### config.mk
export PLATFORM = sky130hd
export DESIGN_NAME = mem_arbiter
export DESIGN_NICKNAME = d
export VERILOG_FILES = /design/src/rtl/mem_arbiter.sv
export SDC_FILE = /design/constraint.sdc
export NUM_CORES = 1
export LEC_CHECK = 0
export ABC_AREA = 1
export CAP_MARGIN = 20
export CORE_AREA = 2 2 108 110
export CTS_CLUSTER_DIAMETER = 40
export DETAILED_ROUTE_END_ITERATION = 12
export DIE_AREA = 0 0 110 112
export REMOVE_ABC_BUFFERS = 1
export SYNTH_ARGS = -nofsm -noshare
export SYNTH_HDL_FRONTEND = slang
export SYNTH_SLANG_ARGS = --single-unit
### constraint.sdc
create_clock -name clk -period 2.9 [get_ports clk]
set_input_delay 0.58 -clock clk [delete_from_list [all_inputs] [get_ports clk]]
set_output_delay 0.58 -clock clk [all_outputs]
set_load 0.1 [all_outputs]
### src/rtl/mem_arbiter.sv
// rtl/mem_arbiter.sv - fetch/data arbiter onto a single-port memory, one outstanding transaction
// Define MEM_ARB_RR_EN for round-robin selection; default build gives data fixed priority.

package riscv_pkg;
  localparam int XLEN = 32;
endpackage

module mem_arbiter
  import riscv_pkg::*;
#(
  parameter int BE_W = XLEN / 8
) (
  input  logic            clk,
  input  logic            reset,
  input  logic            i_req,
  input  logic [XLEN-1:0] i_addr,
  input  logic            i_kill,
  output logic            i_gnt,
  output logic            i_rvalid,
  output logic [XLEN-1:0] i_rdata,
  input  logic            d_req,
  input  logic            d_we,
  input  logic [BE_W-1:0] d_be,
  input  logic [XLEN-1:0] d_addr,
  input  logic [XLEN-1:0] d_wdata,
  output logic            d_gnt,
  output logic            d_rvalid,
  output logic [XLEN-1:0] d_rdata,
  output logic            mem_req,
  output logic            mem_we,
  output logic [BE_W-1:0] mem_be,
  output logic [XLEN-1:0] mem_addr,
  output logic [XLEN-1:0] mem_wdata,
  input  logic            mem_gnt,
  input  logic            mem_rvalid,
  input  logic [XLEN-1:0] mem_rdata,
  output logic            busy
);

  typedef enum logic [1:0] {
    IDLE   = 2'd0,
    WAIT_I = 2'd1,
    WAIT_D = 2'd2
  } state_t;

  state_t state_q, state_d;
  logic   kill_q, kill_d;
  logic   sel_d;

`ifdef MEM_ARB_RR_EN
  logic last_d_q;

  // On contention the requester that did not win last time goes first.
  assign sel_d = d_req && (!i_req || !last_d_q);

  always_ff @(posedge clk or posedge reset) begin
    if (reset) begin
      last_d_q <= 1'b1;
    end else if (i_gnt) begin
      last_d_q <= 1'b0;
    end else if (d_gnt) begin
      last_d_q <= 1'b1;
    end
  end
`else
  assign sel_d = d_req;
`endif

  // Reset gating keeps every output low while reset is held, even with requests pending.
  assign mem_req = (state_q == IDLE) && (i_req || d_req) && !reset;
  assign i_gnt   = mem_gnt && mem_req && !sel_d;
  assign d_gnt   = mem_gnt && mem_req && sel_d;
  assign busy    = (state_q != IDLE);

  always_comb begin
    mem_we    = 1'b0;
    mem_be    = '0;
    mem_addr  = '0;
    mem_wdata = '0;
    if (mem_req) begin
      if (sel_d) begin
        mem_we    = d_we;
        mem_be    = d_be;
        mem_addr  = d_addr;
        mem_wdata = d_wdata;
      end else begin
        mem_be    = '1;
        mem_addr  = i_addr;
      end
    end
  end

  assign i_rvalid = (state_q == WAIT_I) && mem_rvalid && !kill_q && !i_kill;
  assign d_rvalid = (state_q == WAIT_D) && mem_rvalid;
  assign i_rdata  = i_rvalid ? mem_rdata : '0;
  assign d_rdata  = d_rvalid ? mem_rdata : '0;

  always_comb begin
    state_d = state_q;
    kill_d  = kill_q;
    case (state_q)
      IDLE: begin
        kill_d = 1'b0;
        if (i_gnt) begin
          state_d = WAIT_I;
          kill_d  = i_kill;
        end else if (d_gnt) begin
          state_d = WAIT_D;
        end
      end
      WAIT_I: begin
        kill_d = kill_q || i_kill;
        if (mem_rvalid) begin
          state_d = IDLE;
          kill_d  = 1'b0;
        end
      end
      WAIT_D: begin
        if (mem_rvalid) begin
          state_d = IDLE;
        end
      end
      default: begin
        state_d = IDLE;
        kill_d  = 1'b0;
      end
    endcase
  end

  always_ff @(posedge clk or posedge reset) begin
    if (reset) begin
      state_q <= IDLE;
      kill_q  <= 1'b0;
    end else begin
      state_q <= state_d;
      kill_q  <= kill_d;
    end
  end

endmodule

## Yosys cells after proc, flatten, opt, wreduce, memory -nomap -nowiden

Cells that the tools add are included.

- Equality and inequality tests: 4
- Multiplexer cells: 17
- Reduce and logical (&&, ||, !) cells: 19

Operators with widths:

| kind | count |
|---|---|
| $mux W32 | 6 |
| $logic_and A1 B1 Y1 | 9 |
| $mux W4 | 2 |
| $mux W2 | 3 |
| $logic_not A1 Y1 | 4 |
| $mux W1 | 4 |
| $pmux W2 S2 | 1 |
| $ne A3 B3 Y1 const B | 1 |
| $pmux W1 S3 | 1 |
| $eq A2 B1 Y1 const B | 1 |
| $eq A2 B2 Y1 const B | 1 |
| $logic_not A2 Y1 | 1 |
| $logic_or A1 B1 Y1 | 2 |
| $ne A2 B1 Y1 const B | 1 |
| $reduce_and A2 Y1 | 1 |
| $reduce_bool A2 Y1 | 1 |
| $reduce_or A2 Y1 | 1 |

- Register bits: 3
- Bits of input ports: 140
- Output and inout port bits: 139

## Longest topological paths before layout

- Depth in word-level cells: 8
- Mapped depth: 9

## Least setup slack after synthesis

No wires, ideal clock.

- Kind: input port to output port
- Start: input port i_kill
- End: output port i_rdata[10]
- Arrival time: 3784 ps
- Slack: -1464 ps
- Stages on the path: 5
- Path buffers: 1
- Cells stage by stage: or2_1 > nor2_1 > inv_2 > buf_6 > nor2_1

- Cells in the longest elaborated chain, start to end: 3

Ends and longest elaborated chain:

| item | line | RTL |
|---|---|---|
| start: declaration | 17 | `input logic i_kill,` |
| $logic_not A1 Y1 | 93 | `assign i_rvalid = (state_q == WAIT_I) && mem_rvalid && !kill_q && !i_kill;` |
| $logic_and A1 B1 Y1 | 93 |  |
| net i_rvalid | 19 | `output logic i_rvalid,` |
| $mux W32 | 95 | `assign i_rdata = i_rvalid ? mem_rdata : '0;` |
| end: declaration | 20 | `output logic [XLEN-1:0] i_rdata,` |

The timed path passes the listed nets, and every way through them passes these cells.

## Worst setup path after layout

- Start: input port i_kill
- End: output port i_rdata[2]

- Cells in the longest elaborated chain, start to end: 3

Ends and longest elaborated chain:

| item | line |
|---|---|
| $logic_not A1 Y1 | 93 |
| $logic_and A1 B1 Y1 | 93 |
| $mux W32 | 95 |

Every way passes these cells.

==> flow_summary.json <==
{
  "outcome": "finished, final reports clean",
  "die_width_um": 110,
  "port_buffers": 278,
  "worstPathMaxFanout": 32,
  "grt_use_total_pct": 14.7,
  "placement.setup.worst_slack_ps": 225,
  "dp.final_hpwl_mm": 8.33,
  "multi_input_comb_area_um2": 1070,
  "critical_path.startpoint_type": "input pin",
  "die-area_um2": 12300,
  "cts_root_buf": "sky130_fd_sc_hd__clkbuf_16",
  "final.period_utilization_pct": 93.0,
  "power_switching_mw": 1.95,
  "finalWorstPathRequiredPeriod_ps": 2700,
  "post_detailed_route_via_to_cell_ratio": 4.00,
  "fin_nets": 740,
  "syn-cell-area_um2": 1420,
  "areaGrowthSynthToFinish_pct": 308,
  "core_box_area_um2": 11200,
  "synth_cell_type_count": 16,
  "post_route_skew_ps": 5.32,
  "fillCellCount": 1011,
  "detail_route.wl_per_cell_um": 13.1,
  "layoutNonFillerInstCount": 739,
  "grt_max_degree": 65,
  "antenna_cells": 0,
  "drt_wl_total_mm": 9.71,
  "clock_sink_count": 3,
  "clk_latency_ps": 230,
  "power.ir.vdd_worst_v": 0.000423,
  "crit_arrival_ps": 2120,
  "avgSynthCellArea_um2": 4.31,
  "final_cell_area_um2": 5800,
  "floorplan.io_pins": 279,
  "drive_above_1_share_pct": 25.8,
  "cts.hold.buffers_added": 0,
  "synthCells": 330,
  "reg2reg_setup_slack_ps": 1290,
  "timing.hold.ws_ps": 490,
  "floorplan.die.height_um": 112,
  "final_max_slew_viol_count": 0,
  "floorplan.initialDensity_pct": 12.7,
  "num_vias": 2954,
  "drcViolationCount": 0,
  "holdCritPathClass": "register to register",
  "totalNegativeSetupSlack_ps": 0,
  "critPathKind": "input pin to primary output",
  "share_seq_of_total_power_pct": 2.0,
  "clock_h_tree_levels": 1,
  "number_of_global_route_vias_before_repair": 3025,
  "slew_headroom_pct": 66.3,
  "regArea_um2": 75.1,
  "antenna_found_initial": 0,
  "switching_share_pct": 61.9,
  "cap_violations": 0,
  "share_of_the_yosys_chip_area_belonging_to_registers_pct": 5.28,
  "most_used_cells_in_the_layout_excluding_fill_and_tap_cells": "sky130_fd_sc_hd__buf_12, sky130_fd_sc_hd__clkdlybuf4s50_1, sky130_fd_sc_hd__nand2_1",
  "cts_setup_buffers": 0,
  "globalRouteOverflowTotal": 0,
  "setup_repair_after_global_routing_missed_its_margin": "no",
  "setup_violations": 0,
  "routabilityCongestion": 0.902,
  "first_iter_violations": 137,
  "postSynthRegisterBits": 3,
  "ctsLongestPathBuffers": 2,
  "grt_first_pass_wirelength_mm": 14.6,
  "power.combinational.fraction_pct": 90.9,
  "static-leakage-power_nw": 2.59,
  "dpl.cell_count": 735,
  "postLayoutCoreUtil_pct": 51.9,
  "worstPathRequired_ps": 2320,
  "clk_pin_slew_worst_paths_ps": 30,
  "total_power_divided_by_cell_area_nw_per_um2": 543,
  "placedInstanceArea_um2": 5720,
  "worst_pin_slew_ps": 505,
  "cts_resized": 0,
  "site_rows": 39,
  "post-route-worst-setup-slack_ps": 203,
  "firstDrtPassIters": 4,
  "cts_tree": "done",
  "antenna_violating_nets_post_route": 0,
  "synth_warnings": 0,
  "p_int_mw": 1.20,
  "max_clock_freq_ghz": 0.371,
  "report.power.total_mw": 3.15,
  "layout.cells.most_common": "sky130_fd_sc_hd__buf_12",
  "timing.final.hold_violations": 0,
  "numCtsBuffers": 3,
  "endpoint_kind": "primary output",
  "clkPwrFrac_pct": 7.2
}
## state kept, by name, summed over array words and instances, names as in the netlist
signal,flops
kill_q,1
state_q,2
## final cells by class
class / instances / share of cell area, %
Timing Repair Buffer: 285 / 73.2
Inverter: 42 / 2.72
Clock buffer: 4 / 1.36
Sequential cell: 3 / 1.29
Tap cell: 143 / 3.08
Multi-Input combinational cell: 262 / 18.4
## cell usage after synthesis
library cell	n	area share, %
sky130_fd_sc_hd__inv_2	2	0.53
sky130_fd_sc_hd__nor2_1	109	29
sky130_fd_sc_hd__nor2_4	1	0.79
sky130_fd_sc_hd__nand2_2	1	0.44
sky130_fd_sc_hd__buf_6	3	2.4
sky130_fd_sc_hd__dfrtp_1	3	5.3
sky130_fd_sc_hd__inv_1	40	11
sky130_fd_sc_hd__buf_2	11	3.9
sky130_fd_sc_hd__nand3_1	1	0.35
sky130_fd_sc_hd__a21oi_1	32	11
sky130_fd_sc_hd__nand4_1	1	0.44
sky130_fd_sc_hd__ha_1	3	2.6
sky130_fd_sc_hd__buf_1	3	0.79
sky130_fd_sc_hd__or2_1	1	0.44
sky130_fd_sc_hd__clkbuf_1	6	1.6
sky130_fd_sc_hd__nand2_1	113	30
## cells by family (layout without fill, tap and decap cells)
| group | Yosys count | in the layout | share of synthesized area [%] |
|---|---|---|---|
| flip-flops | 3 | 3 | 5.28 |
| AO/OA/AOI/OAI | 32 | 32 | 11.3 |
| AND/OR/NAND/NOR | 227 | 227 | 61.1 |
| adder cells (fa/ha/maj) | 3 | 3 | 2.64 |
| buffers and inverters | 65 | 331 | 19.7 |
## power by group through the flow
stage / sequential (mW) / combinational [mW] / clock [mW]
finish: 0.0619 / 2.86 / 0.226
global placement: 0.0612 / 2.86 / 0
global route: 0.0636 / 2.96 / 0.231
floorplan: 0.0602 / 1.68 / 0
CTS: 0.0624 / 2.88 / 0.226
detailed placement: 0.0626 / 2.87 / 0
## critical path: stages
cell and delay (ps):
sky130_fd_sc_hd__clkdlybuf4s50_1 430, sky130_fd_sc_hd__or2_1 240, sky130_fd_sc_hd__nor2_1 150, sky130_fd_sc_hd__inv_2 220
sky130_fd_sc_hd__nor2_1 270, sky130_fd_sc_hd__buf_12 210
## path summary, 6_finish.rpt
kind / depth (start not counted) / end / start
setup / recovery: 6 / i_rdata[2] / i_kill
hold / removal: 2 / kill_q$_DFFE_PP0P_ / kill_q$_DFFE_PP0P_
setup reg to reg: 9 / state_q[0]$_DFFE_PP0P_ / state_q[0]$_DFFE_PP0P_
hold reg to reg: 2 / kill_q$_DFFE_PP0P_ / kill_q$_DFFE_PP0P_
max in group asynchronous: 2 / state_q[1]$_DFFE_PP0P_ / reset
min in group asynchronous: 2 / kill_q$_DFFE_PP0P_ / reset
## routing by layer
metal	vias up	global-route usage (%)	part of all wire, %
met4	0	4.89	2.6
li1	1495	-	-
met3	21	4.16	10
met2	159	29.4	55
met1	1279	13.8	33
met5	-	0	0
No activity file was read; power rests on OpenSTA's default activity.
